<file path="src/rtl/note_sequencer_if.sv">
// Control, pattern-write and oscillator-drive bundle for note_sequencer.
// SEQ_TRANSPOSE_EN adds the transpose input.
interface note_sequencer_if;
  logic       start;
  logic       stop;
  logic       loop;
  logic [3:0] len;
  logic       wr_en;
  logic [3:0] wr_addr;
  logic [2:0] wr_data;
`ifdef SEQ_TRANSPOSE_EN
  logic [1:0] transpose;
`endif
  logic       en;
  logic [1:0] note_sel;
  logic       busy;
  logic [3:0] step_idx;
  logic       done;

  modport master (
    output start, stop, loop, len, wr_en, wr_addr, wr_data,
`ifdef SEQ_TRANSPOSE_EN
    transpose,
`endif
    input  en, note_sel, busy, step_idx, done
  );

  modport slave (
    input  start, stop, loop, len, wr_en, wr_addr, wr_data,
`ifdef SEQ_TRANSPOSE_EN
    transpose,
`endif
    output en, note_sel, busy, step_idx, done
  );
endinterface

</file>
<file path="src/rtl/note_sequencer.sv">
// 16-step note/rest pattern player driving an oscillator's enable and note select.
// Optional SEQ_TRANSPOSE_EN adds a per-step transpose of the note code.
module note_sequencer #(
  parameter int STEP_CYCLES = 6_250_000,
  parameter int GAP_CYCLES  = 625_000
) (
  input logic              clk,
  input logic              rst_n,
  note_sequencer_if.slave  bus
);
  localparam int CW = (STEP_CYCLES > 2) ? $clog2(STEP_CYCLES) : 1;
  localparam logic [CW-1:0] STEP_LAST = CW'(STEP_CYCLES - 1);
  localparam logic [CW-1:0] NOTE_LAST = CW'(STEP_CYCLES - GAP_CYCLES - 1);

  typedef enum logic [1:0] {IDLE, NOTE, GAP} state_t;

  state_t        state, state_d;
  logic [CW-1:0] cnt, cnt_d;
  logic [3:0]    idx, idx_d, len_q, len_d, ld_addr;
  logic          en_q, en_d, busy_q, busy_d, done_q, done_d, ld;
  logic [1:0]    note_q, note_d;
  logic [2:0]    pat [16];

  always_ff @(posedge clk or negedge rst_n) begin
    if (!rst_n) begin
      for (int i = 0; i < 16; i++) pat[i] <= 3'b000;
    end else if (bus.wr_en) begin
      pat[bus.wr_addr] <= bus.wr_data;
    end
  end

  always_ff @(posedge clk or negedge rst_n) begin
    if (!rst_n) begin
      state  <= IDLE;
      cnt    <= '0;
      idx    <= '0;
      len_q  <= '0;
      en_q   <= 1'b0;
      note_q <= '0;
      busy_q <= 1'b0;
      done_q <= 1'b0;
    end else begin
      state  <= state_d;
      cnt    <= cnt_d;
      idx    <= idx_d;
      len_q  <= len_d;
      en_q   <= en_d;
      note_q <= note_d;
      busy_q <= busy_d;
      done_q <= done_d;
    end
  end

  always_comb begin
    state_d = state;
    cnt_d   = cnt;
    idx_d   = idx;
    len_d   = len_q;
    en_d    = en_q;
    note_d  = note_q;
    busy_d  = busy_q;
    done_d  = 1'b0;
    ld      = 1'b0;
    ld_addr = 4'd0;
    case (state)
      IDLE: begin
        if (bus.start && !bus.stop) begin
          state_d = NOTE;
          cnt_d   = '0;
          idx_d   = 4'd0;
          len_d   = bus.len;
          busy_d  = 1'b1;
          ld      = 1'b1;
        end
      end
      NOTE, GAP: begin
        if (bus.stop) begin
          state_d = IDLE;
          cnt_d   = '0;
          idx_d   = 4'd0;
          en_d    = 1'b0;
          busy_d  = 1'b0;
        end else if (cnt == STEP_LAST) begin
          // step end is checked first so a zero gap never visits GAP
          cnt_d = '0;
          if (idx < len_q) begin
            state_d = NOTE;
            idx_d   = idx + 4'd1;
            ld      = 1'b1;
            ld_addr = idx + 4'd1;
          end else if (bus.loop) begin
            state_d = NOTE;
            idx_d   = 4'd0;
            ld      = 1'b1;
          end else begin
            state_d = IDLE;
            idx_d   = 4'd0;
            en_d    = 1'b0;
            busy_d  = 1'b0;
            done_d  = 1'b1;
          end
        end else begin
          cnt_d = cnt + 1'b1;
          if (state == NOTE && cnt == NOTE_LAST) begin
            state_d = GAP;
            en_d    = 1'b0;
          end
        end
      end
      default: state_d = IDLE;
    endcase
    if (ld) begin
      en_d = ~pat[ld_addr][2];
`ifdef SEQ_TRANSPOSE_EN
      note_d = pat[ld_addr][1:0] + bus.transpose;
`else
      note_d = pat[ld_addr][1:0];
`endif
    end
  end

  assign bus.en       = en_q;
  assign bus.note_sel = note_q;
  assign bus.busy     = busy_q;
  assign bus.step_idx = idx;
  assign bus.done     = done_q;
endmodule

</file>
<file path="src/flat_wrapper.sv">
// flat-port wrapper written by rule: the top's interface ports become plain ports
module note_sequencer_flat 
#(
  parameter int STEP_CYCLES = 6_250_000,
  parameter int GAP_CYCLES  = 625_000
)
  (clk, rst_n, bus_start, bus_stop, bus_loop, bus_len, bus_wr_en, bus_wr_addr, bus_wr_data, bus_en, bus_note_sel, bus_busy, bus_step_idx, bus_done);
  note_sequencer_if bus_i ();
  input logic clk;
  input logic rst_n;
  input wire logic [$bits(bus_i.start)-1:0] bus_start;
  input wire logic [$bits(bus_i.stop)-1:0] bus_stop;
  input wire logic [$bits(bus_i.loop)-1:0] bus_loop;
  input wire logic [$bits(bus_i.len)-1:0] bus_len;
  input wire logic [$bits(bus_i.wr_en)-1:0] bus_wr_en;
  input wire logic [$bits(bus_i.wr_addr)-1:0] bus_wr_addr;
  input wire logic [$bits(bus_i.wr_data)-1:0] bus_wr_data;
  output wire logic [$bits(bus_i.en)-1:0] bus_en;
  output wire logic [$bits(bus_i.note_sel)-1:0] bus_note_sel;
  output wire logic [$bits(bus_i.busy)-1:0] bus_busy;
  output wire logic [$bits(bus_i.step_idx)-1:0] bus_step_idx;
  output wire logic [$bits(bus_i.done)-1:0] bus_done;
  assign bus_i.start = bus_start;
  assign bus_i.stop = bus_stop;
  assign bus_i.loop = bus_loop;
  assign bus_i.len = bus_len;
  assign bus_i.wr_en = bus_wr_en;
  assign bus_i.wr_addr = bus_wr_addr;
  assign bus_i.wr_data = bus_wr_data;
  assign bus_en = bus_i.en;
  assign bus_note_sel = bus_i.note_sel;
  assign bus_busy = bus_i.busy;
  assign bus_step_idx = bus_i.step_idx;
  assign bus_done = bus_i.done;
  note_sequencer #(.STEP_CYCLES(STEP_CYCLES), .GAP_CYCLES(GAP_CYCLES)) u_core (.clk(clk), .rst_n(rst_n), .bus(bus_i));
endmodule
</file>
<file path="config.mk">
export PLATFORM = sky130hd
export DESIGN_NAME = note_sequencer_flat
export DESIGN_NICKNAME = d
export VERILOG_FILES = /design/src/rtl/note_sequencer_if.sv /design/src/rtl/note_sequencer.sv /design/src/flat_wrapper.sv
export SDC_FILE = /design/constraint.sdc
export NUM_CORES = 1
export LEC_CHECK = 0
export CAP_MARGIN = 25
export CORE_ASPECT_RATIO = 1.25
export CORE_MARGIN = 2
export CORE_UTILIZATION = 40
export CTS_BUF_LIST = sky130_fd_sc_hd__clkbuf_4
export DETAILED_ROUTE_END_ITERATION = 8
export SLEW_MARGIN = 20
export SYNTH_ARGS = -nofsm -noshare
export SYNTH_HDL_FRONTEND = slang
export SYNTH_SLANG_ARGS = --single-unit
</file>
<file path="constraint.sdc">
create_clock -name clk -period 2.8 [get_ports clk]
set_input_delay 0.56 -clock clk [delete_from_list [all_inputs] [get_ports clk]]
set_output_delay 0.56 -clock clk [all_outputs]
set_load 0.005 [all_outputs]
</file>
Word-level counts from Yosys, hierarchy flattened
Cells that the tools add are included.
- reductions and logical operators: 15
- muxes and demuxes: 47
- add/subtract/negate cells: 2
- divide/modulo/power cells: 0
- eq/ne operators: 11
- $lt $le $gt $ge: 4
- bitwise operators: 3
- shifts and indexed selects: 0
- multiply operators: 0
- operators by type and width (cell ; number):
    2-to-1 mux 23 bit ; 3
    bitwise mux 48 bit ; 1
    == test 23 bit (second input constant) ; 2
    case mux 23 bit (2 select lines) ; 1
    2-to-1 mux 4 bit ; 7
    adder 23 x 1 -> 23 bit (second input constant) ; 1
    2-to-1 mux 1 bit ; 21
    binary-select mux 3 bit (select 4 bit) ; 1
    demux 3 bit (select 4 bit) ; 1
    >= comparator 5 bit (second input constant) ; 2
    2-to-1 mux 2 bit ; 5
    NOT 4 -> 5 bit ; 2
    2-to-1 mux 3 bit ; 3
    != test 4 x 3 -> 1 bit (second input constant) ; 2
    case mux 4 bit (2 select lines) ; 1
    != test 3 bit (second input constant) ; 2
    AND reduction 2 bit ; 3
    < comparator 5 x 1 -> 1 bit (second input constant) ; 1
    AND reduction 5 bit ; 1
    adder 4 x 1 -> 4 bit (second input constant) ; 1
    < comparator 4 bit ; 1
    != test 4 x 2 -> 1 bit (second input constant) ; 1
    case mux 1 bit (2 select lines) ; 2
    case mux 2 bit (2 select lines) ; 1
    13 further kinds ; 16
- memory bits (writable): 0
- logic and storage cells: 106
- ROM bits: 0
- bits in latches: 0
- register bits: 86
- memories: 0
- input bits: 17

Depth between registers and ports, before layout
Gate-level depths: netlist of the first run.
- depth after elaboration: 11
- depth in mapped cells: 10

Worst setup path after synthesis of the first run
OpenSTA, ideal clock, no wires.
- kind: register to register
- from: reg u_core.cnt[0]
- to: reg u_core.note_q[1], in the netlist u_core.bus.note_sel[1]
- clock period less this slack: 2.361 ns
- path slack: 0.439 ns
- arrival time: 2.228 ns
- required time: 2.666 ns
- path buffers: 0
- cell stages (with the launch flop): 9
- setup time: 0.134 ns
- cell sequence: dfrtp_1 > ha_1 > nand3_1 > nor4_1 > nand4_2 > and2_1 > a211o_1 > a32oi_1 > o211ai_1
- cells in the longest elaborated chain, start to end: 8
- elaborated cells on any way between the ends: 11
- RTL lines (element ; line ; RTL):
    from (decl) ; note_sequencer.sv:18 ; logic [CW-1:0] cnt, cnt_d;
    from (signal assigned) ; note_sequencer.sv:44 ; cnt <= cnt_d;
    == test 23 bit * ; note_sequencer.sv:83 ; end else if (cnt == STEP_LAST) begin
    2-to-1 mux 4 bit ; note_sequencer.sv:83 ;
    2-to-1 mux 4 bit ; note_sequencer.sv:77 ; if (bus.stop) begin
    2-to-1 mux 4 bit ; note_sequencer.sv:65 ; case (state)
    NOT 4 -> 5 bit (not written as such) ; note_sequencer.sv:117 ; note_d = pat[ld_addr][1:0];
    binary-select mux 3 bit (select 4 bit) ; note_sequencer.sv:117 ;
    2-to-1 mux 3 bit (2 in a row) ; n/a ;
    to (signal assigned) ; note_sequencer.sv:48 ; note_q <= note_d;
    to (decl) ; note_sequencer.sv:21 ; logic [1:0] note_q, note_d;
Every way passes the cells marked *; elsewhere a longest branch is shown, timed or not. The select of a mux whose other input is x is not followed.
A chain may end at the register's enable or synchronous reset.

Worst setup path after layout of the first run
- from: reg u_core.idx[1], in the netlist u_core.bus.step_idx[1]
- to: reg u_core.note_q[1], in the netlist u_core.bus.note_sel[1]
- cells in the longest elaborated chain, start to end: 9
- elaborated cells on any way between the ends: 14
- RTL lines (element ; line ; RTL):
    from (decl) ; note_sequencer.sv:19 ; logic [3:0] idx, idx_d, len_q, len_d, ld_addr;
    from (signal assigned) ; note_sequencer.sv:45 ; idx <= idx_d;
    adder 4 x 1 -> 4 bit or < comparator 4 bit (tied branches) ; note_sequencer.sv:90, note_sequencer.sv:86 ;
    2-to-1 mux 4 bit ; note_sequencer.sv:86 ; if (idx < len_q) begin
    2-to-1 mux 4 bit ; note_sequencer.sv:83 ;
    2-to-1 mux 4 bit ; note_sequencer.sv:77 ;
    2-to-1 mux 4 bit ; note_sequencer.sv:65 ;
    NOT 4 -> 5 bit (not written as such) ; note_sequencer.sv:117 ;
    binary-select mux 3 bit (select 4 bit) ; note_sequencer.sv:117 ;
    2-to-1 mux 3 bit (2 in a row) ; n/a ;
Several ways; a longest one is shown, not always the timed one. The select of a mux whose other input is x is not followed.

==> flow_summary.ini, run 1 <==
[power]
p_seq_frac = 0.478
power_leakage_nw = 2.191
p_int_mw = 2.333
clkPwrFrac = 0.246
power_density_mw_per_mm2 = 644.5
p_switching_mw = 1.107
max-vdd-ir-drop_mv = 0.4623
p_sw_frac = 0.3218
p_comb_frac = 0.276

[clock_tree]
cts_tree = yes
htree_levels = 3
cts_hold_buf = 0
numCtsBuffers = 9
clock-sinks = 86
clock_path_buffers = 2
clk_latency_ns = 0.44
path_clk_slew_ns = 0.15
cts_root_buffer = clkbuf_4

[synthesis]
ys_ff_latch = 86
syn_area_per_cell_um2 = 10.64
yosysTopAreaCell = dfrtp_1
synthArstFlopShare = 1.000
synthTopCellsByArea = dfrtp_1 (47%), mux2_2 (14%), nand2_1 (3.5%)
yosys_most_used_dff = dfrtp_1
yosys_warnings = 0
syn_area_mm2 = 0.004563
yosysSeqAreaShare = 0.4716
ys_types = 63
synth_top_area_frac = 0.4716
synth_edf_count = 0
syn_nets = 454
syn_inst = 429

[sta]
worst_slack_ns = 0.1181
drv_slew = 0
fin_hold_ws_ns = 0.03131
worst_slew_pin_slew_ns = 0.7026
clock.fmax_mhz = 372.9
relSlewSlack = 0.5282
finalCritPeriodShare = 0.9578
finalCriticalPeriod_ns = 2.682
finalSetupViolCount = 0
tns_ns = 0
skew_ns = 0.01320
final-hold-violation-count = 0

[worst_setup_path]
path_delay_family = compound AO/OA/AOI/OAI gates
cp-startpoint = u_core.bus.step_idx[1]
slowest_stage = a2111oi_4
path_class = flip-flop to flip-flop
reg2reg_from = u_core.bus.step_idx[1]
crit_arrival_ns = 3.05
timing.rr.end = u_core.bus.note_sel[1]
crit_buf_inv = 1
cp_max_fo = 6
cp_data_required_time_ns = 3.17
setup.worst_path.end_class = flip-flop
startpoint_type = flip-flop
path_cells = ha_1 > a2111oi_4 > buf_4 > o2111ai_2 > a2bb2oi_1 > a2111oi_0 > o21ai_0 > o211ai_1
r2r_setup_slack_ns = 0.12
critPathMaxStageDelay_ns = 0.50
reg2reg_depth = 8

[cells_and_area]
regArea_mm2 = 0.002152
multi_input_area_mm2 = 0.002349
fill_cells = 1058
finalNonFillerCells = 619
most-common-layout-cells = dfrtp_1 (86), mux2_2 (55), nand2_1 (43)
area_growth_pct = 16.97
final_common_cell = dfrtp_1
drive_gt1_frac = 0.2547
stdcell_area_mm2 = 0.005338
layout.nets = 503

[routing]
wl_per_cell_um = 18.58
wl_um = 11500
postRouteAntennaNets = 0
dr.pass1.iters = 5
drc = 0
vias = 3479
drtIter0Drc = 132
via_per_inst = 5.620

[die]
start_util = 0.4097
die_w_um = 99.53
die_h_um = 123.4
die-area_mm2 = 0.01228
ios = 26
core.rowCount = 43
core_mm2 = 0.01114

[global_route]
antenna_found_initial = 1
overflow = 0
grt_max_degree = 57
grt_use_total = 0.1982
grt_pass1_wl_um = 18710
grt_pass1_vias = 3534

[placement]
numPlacedInstances = 599
dp_slack_ns = 0.02682
post-dp-hpwl_um = 8846
numPortBuffers = 25
dpl_cell_area_mm2 = 0.005110
place.gp.congestion = 0.9109

[status]
status = completed

[run]
drv_cap = 0

[worst_hold_path]
hp-class = input port to async pin
[power by group through the flow]
stage / Combinational [mW] / Sequential [mW] / Clock (mW)
3_5_place_dp: 0.935 / 1.67 / 0
4_1_cts: 0.938 / 1.65 / 0.870
6_report: 0.950 / 1.64 / 0.847
3_3_place_gp: 0.924 / 1.66 / 0
5_1_grt: 1.05 / 1.67 / 0.919
2_1_floorplan: 0.604 / 1.60 / 0
[layout make-up]
type,instances,share of cell area
repair buffers,51,0.08533
well taps,135,0.03165
diodes,1,0.0004688
flip-flops and latches,86,0.4032
inverters,10,0.007032
clock inverters,7,0.01969
clock buffers,9,0.01266
multi-input cells,320,0.4400
[flip-flops by register name (all words and copies together), names as in the netlist]
signal,flops
u_core.cnt,23
u_core.pat,48
u_core.len_q,4
u_core.bus.done,1
u_core.bus.note_sel,2
u_core.bus.step_idx,4
u_core.bus.busy,1
u_core.state,2
u_core.bus.en,1
[per-layer routing]
metal  wire length (um)  vias to the layer above  track usage
li1                   -                     1663            -
met1               4864                     1732       0.2411
met2               6022                       64       0.3568
met3                297                       20      0.02940
met4                317                        0      0.07021
met5                  0                        -            0
[kinds of logic (layout without fill, tap and decap cells)]
family                     Yosys count  in the layout  share of synthesized area
xor gates and xnor gates            14             14                    0.02687
other                                0              1                          0
buffers and inverters               23             77                    0.02029
AOI/OAI and AO/OA                   78             78                     0.1242
adders and majority gates            8              8                    0.02194
and+or+nand+nor                    159            159                     0.1834
DFF                                 86             86                     0.4716
muxes                               61             61                     0.1516
[worst reg2reg max path, stage by stage, from the launching register on]
cell and delay [ns]:
dfrtp_1 0.46, ha_1 0.36, a2111oi_4 0.50, buf_4 0.20, o2111ai_2 0.26, a2bb2oi_1 0.23
a2111oi_0 0.38, o21ai_0 0.14, o211ai_1 0.09
[cells in the mapped netlist (3+ instances only)]
library cell  instances
dfrtp_1              86
mux2_2               55
nand2_1              43
nor2_1               32
o21ai_0              22
nor3_1               17
a21oi_1              10
clkbuf_1             10
inv_1                10
nand2b_1             10
nand3_1               9
ha_1                  8
o211ai_1              8
xnor2_1               8
and3_1                6
nor2b_1               6
or3_1                 6
xor2_1                6
mux2i_1               5
a211o_1               4
nor4_1                4
a211oi_1              3
and3_2                3
nand4b_1              3
o31ai_1               3
[how the worst max path moves through the flow]
| stage | end | cells after the start |
|---|---|---|
| floorplan | u_core.bus.note_sel[1] | 8 |
| global placement | u_core.bus.en | 8 |
| detailed placement | u_core.bus.en | 8 |
| CTS | u_core.bus.note_sel[0] | 7 |
| global route | u_core.bus.en | 8 |
| finish | u_core.bus.note_sel[1] | 8 |
[repair_timing]
item | in CTS | in global routing
setup endpoints to repair | 0 | 3
gates resized for setup | 0 | 7
setup buffers | 0 | 3
[through the flow]
step,utilization,power (mW)
finish,0.4793,3.440
global route,0.4793,3.643
CTS,0.4743,3.453
detailed placement,0.4588,2.606
global placement,0.4588,2.588
floorplan,-,2.201
Power figures use the tool's default switching activity.
==> run 2: changes to the inputs <==
--- a/config.mk
+++ b/config.mk
@@ -10,7 +10,9 @@
 export CORE_MARGIN = 2
 export CORE_UTILIZATION = 40
 export CTS_BUF_LIST = sky130_fd_sc_hd__clkbuf_4
+export CTS_CLUSTER_DIAMETER = 50
 export DETAILED_ROUTE_END_ITERATION = 8
+export SETUP_SLACK_MARGIN = 0.05
 export SLEW_MARGIN = 20
 export SYNTH_ARGS = -nofsm -noshare
 export SYNTH_HDL_FRONTEND = slang
==> run 2 against run 1 <==
Against the previous run:
- fmax increased by 2.4%
- setup slack improved by 0.063 ns
- combinational power grew 0.8%
- hold slack better by 0.0060 ns
- design area grew 0.40%
- clock power fell by 0.5%
- cell count grew 0.16%
- global-route usage unchanged
- first-iteration DRC count unchanged
- critical endpoint unchanged
==> flow_summary.ini, run 2 (synthesized netlist as in run 1, its figures left out) <==
[sta]
relSlewSlack = 0.5000
final-hold-violation-count = 0
finalCritPeriodShare = 0.9354
finalSetupViolCount = 0
worst_slew_pin_slew_ns = 0.7447
rsz0062_at_grt = true
drv_slew = 0
tns_ns = 0
clock.fmax_mhz = 381.8
finalCriticalPeriod_ns = 2.619
skew_ns = 0.01589

[worst_setup_path]
reg2reg_from = u_core.cnt[4]
cp_data_required_time_ns = 3.17
cp_max_fo = 7
timing.rr.end = u_core.bus.note_sel[1]
path_class = flip-flop to flip-flop
crit_arrival_ns = 2.99
r2r_setup_slack_ns = 0.18
startpoint_type = flip-flop
cp-startpoint = u_core.cnt[4]
setup.worst_path.end_class = flip-flop
reg2reg_depth = 8

[placement]
place.gp.congestion = 0.9109
post-dp-hpwl_um = 8846
numPortBuffers = 25

[die]
die_h_um = 123.4
core.rowCount = 43
ios = 26
start_util = 0.4097
die-area_mm2 = 0.01228
core_mm2 = 0.01114
die_w_um = 99.53

[routing]
wl_per_cell_um = 18.54
via_per_inst = 5.619
wl_um = 11490
drc = 0
dr.pass1.iters = 4
vias = 3484
postRouteAntennaNets = 0
drtIter0Drc = 132

[cells_and_area]
reg.largest.list = u_core.pat (48), u_core.cnt (23)
fill_cells = 1056
drive_gt1_frac = 0.2583
area_growth_pct = 17.44
final_common_cell = dfrtp_1
top_register = u_core.pat
layout.nets = 504
largest_reg_flops = 48
post-route-util = 0.4812
most-common-layout-cells = dfrtp_1 (86), mux2_2 (55), nand2_1 (43)

[power]
power_density_mw_per_mm2 = 642.7
total_power_mw = 3.444
max-vdd-ir-drop_mv = 0.4552
power_leakage_nw = 2.198

[clock_tree]
numCtsBuffers = 9
path_clk_slew_ns = 0.15
clock-sinks = 86
clk_latency_ns = 0.43
htree_levels = 3
cts_tree = yes
cts_root_buffer = clkbuf_4
clock_path_buffers = 2

[global_route]
grt_pass1_wl_um = 18710
grt_use_total = 0.1982
grt_max_degree = 57
overflow = 0
antenna_found_initial = 1
grt_pass1_vias = 3534

[status]
status = completed

[worst_hold_path]
hp-class = input port to async pin

[run]
drv_cap = 0
-- run 2: per-layer routing --
layer,GRT usage,wire length (um)
met1,0.2411,4848
met2,0.3568,6028
met3,0.02940,279
met4,0.07021,337
met5,0,0
-- run 2: power by group --
part | leakage, nW | total (mW) | internal [mW] | switching [mW]
Sequential | 1.10 | 1.64 | 1.48 | 0.166
Combinational | 1.01 | 0.958 | 0.480 | 0.478
Clock | 0.0891 | 0.843 | 0.376 | 0.467
Total | 2.20 | 3.44 | 2.33 | 1.11
-- run 2: how the worst max path moves through the flow --
stage / to / slack [ns] / depth (start not counted)
final: u_core.bus.note_sel[1] / 0.18 / 8
after global routing: u_core.bus.note_sel[0] / 0.02 / 8
after CTS: u_core.bus.note_sel[0] / 0.08 / 7
after detailed placement: u_core.bus.en / 0.03 / 8
after global placement: u_core.bus.en / 0.05 / 8
after floorplan: u_core.bus.note_sel[1] / 0.44 / 8
-- run 2: metrics by stage --
stage | worst slack, ns | instances | hold WS (ns) | instance area (um2)
after floorplan | 0.4388 | 429 | 0.2644 | 4563
after global placement | 0.04958 | 599 | 0.4872 | 5110
after detailed placement | 0.02682 | 599 | 0.4932 | 5110
after CTS | 0.07749 | 615 | 0.02378 | 5283
after global routing | 0.01689 | 620 | 0.03304 | 5359
final | 0.1810 | 620 | 0.03727 | 5359
-- run 2: final cells by class --
| class | instances | area [um2] | area share |
|---|---|---|---|
| Clock buffer | 9 | 67.56 | 0.01261 |
| Timing Repair Buffer | 52 | 462.9 | 0.08639 |
| Multi-Input combinational cell | 320 | 2362 | 0.4408 |
| Inverter | 10 | 37.54 | 0.007004 |
| Antenna cell | 1 | 2.502 | 0.0004670 |
| Sequential cell | 86 | 2152 | 0.4016 |
| Clock inverter | 7 | 105.1 | 0.01961 |
| Tap cell | 135 | 168.9 | 0.03152 |
-- run 2: what timing repair did --
item	CTS	global route
endpoints found under the setup margin	0	3
setup buffers	0	4
hold buffers	0	0
gates resized for setup	0	9
hold endpoints to repair	0	0
-- run 2: worst max-delay path, stage by stage, from the launching register on --
cell and delay [ns]:
dfrtp_1 0.47, or4_4 0.57, nor3_4 0.32, buf_4 0.19
o2111ai_4 0.19, a2bb2oi_1 0.20, a2111oi_0 0.38, o21ai_0 0.14
o211ai_1 0.09
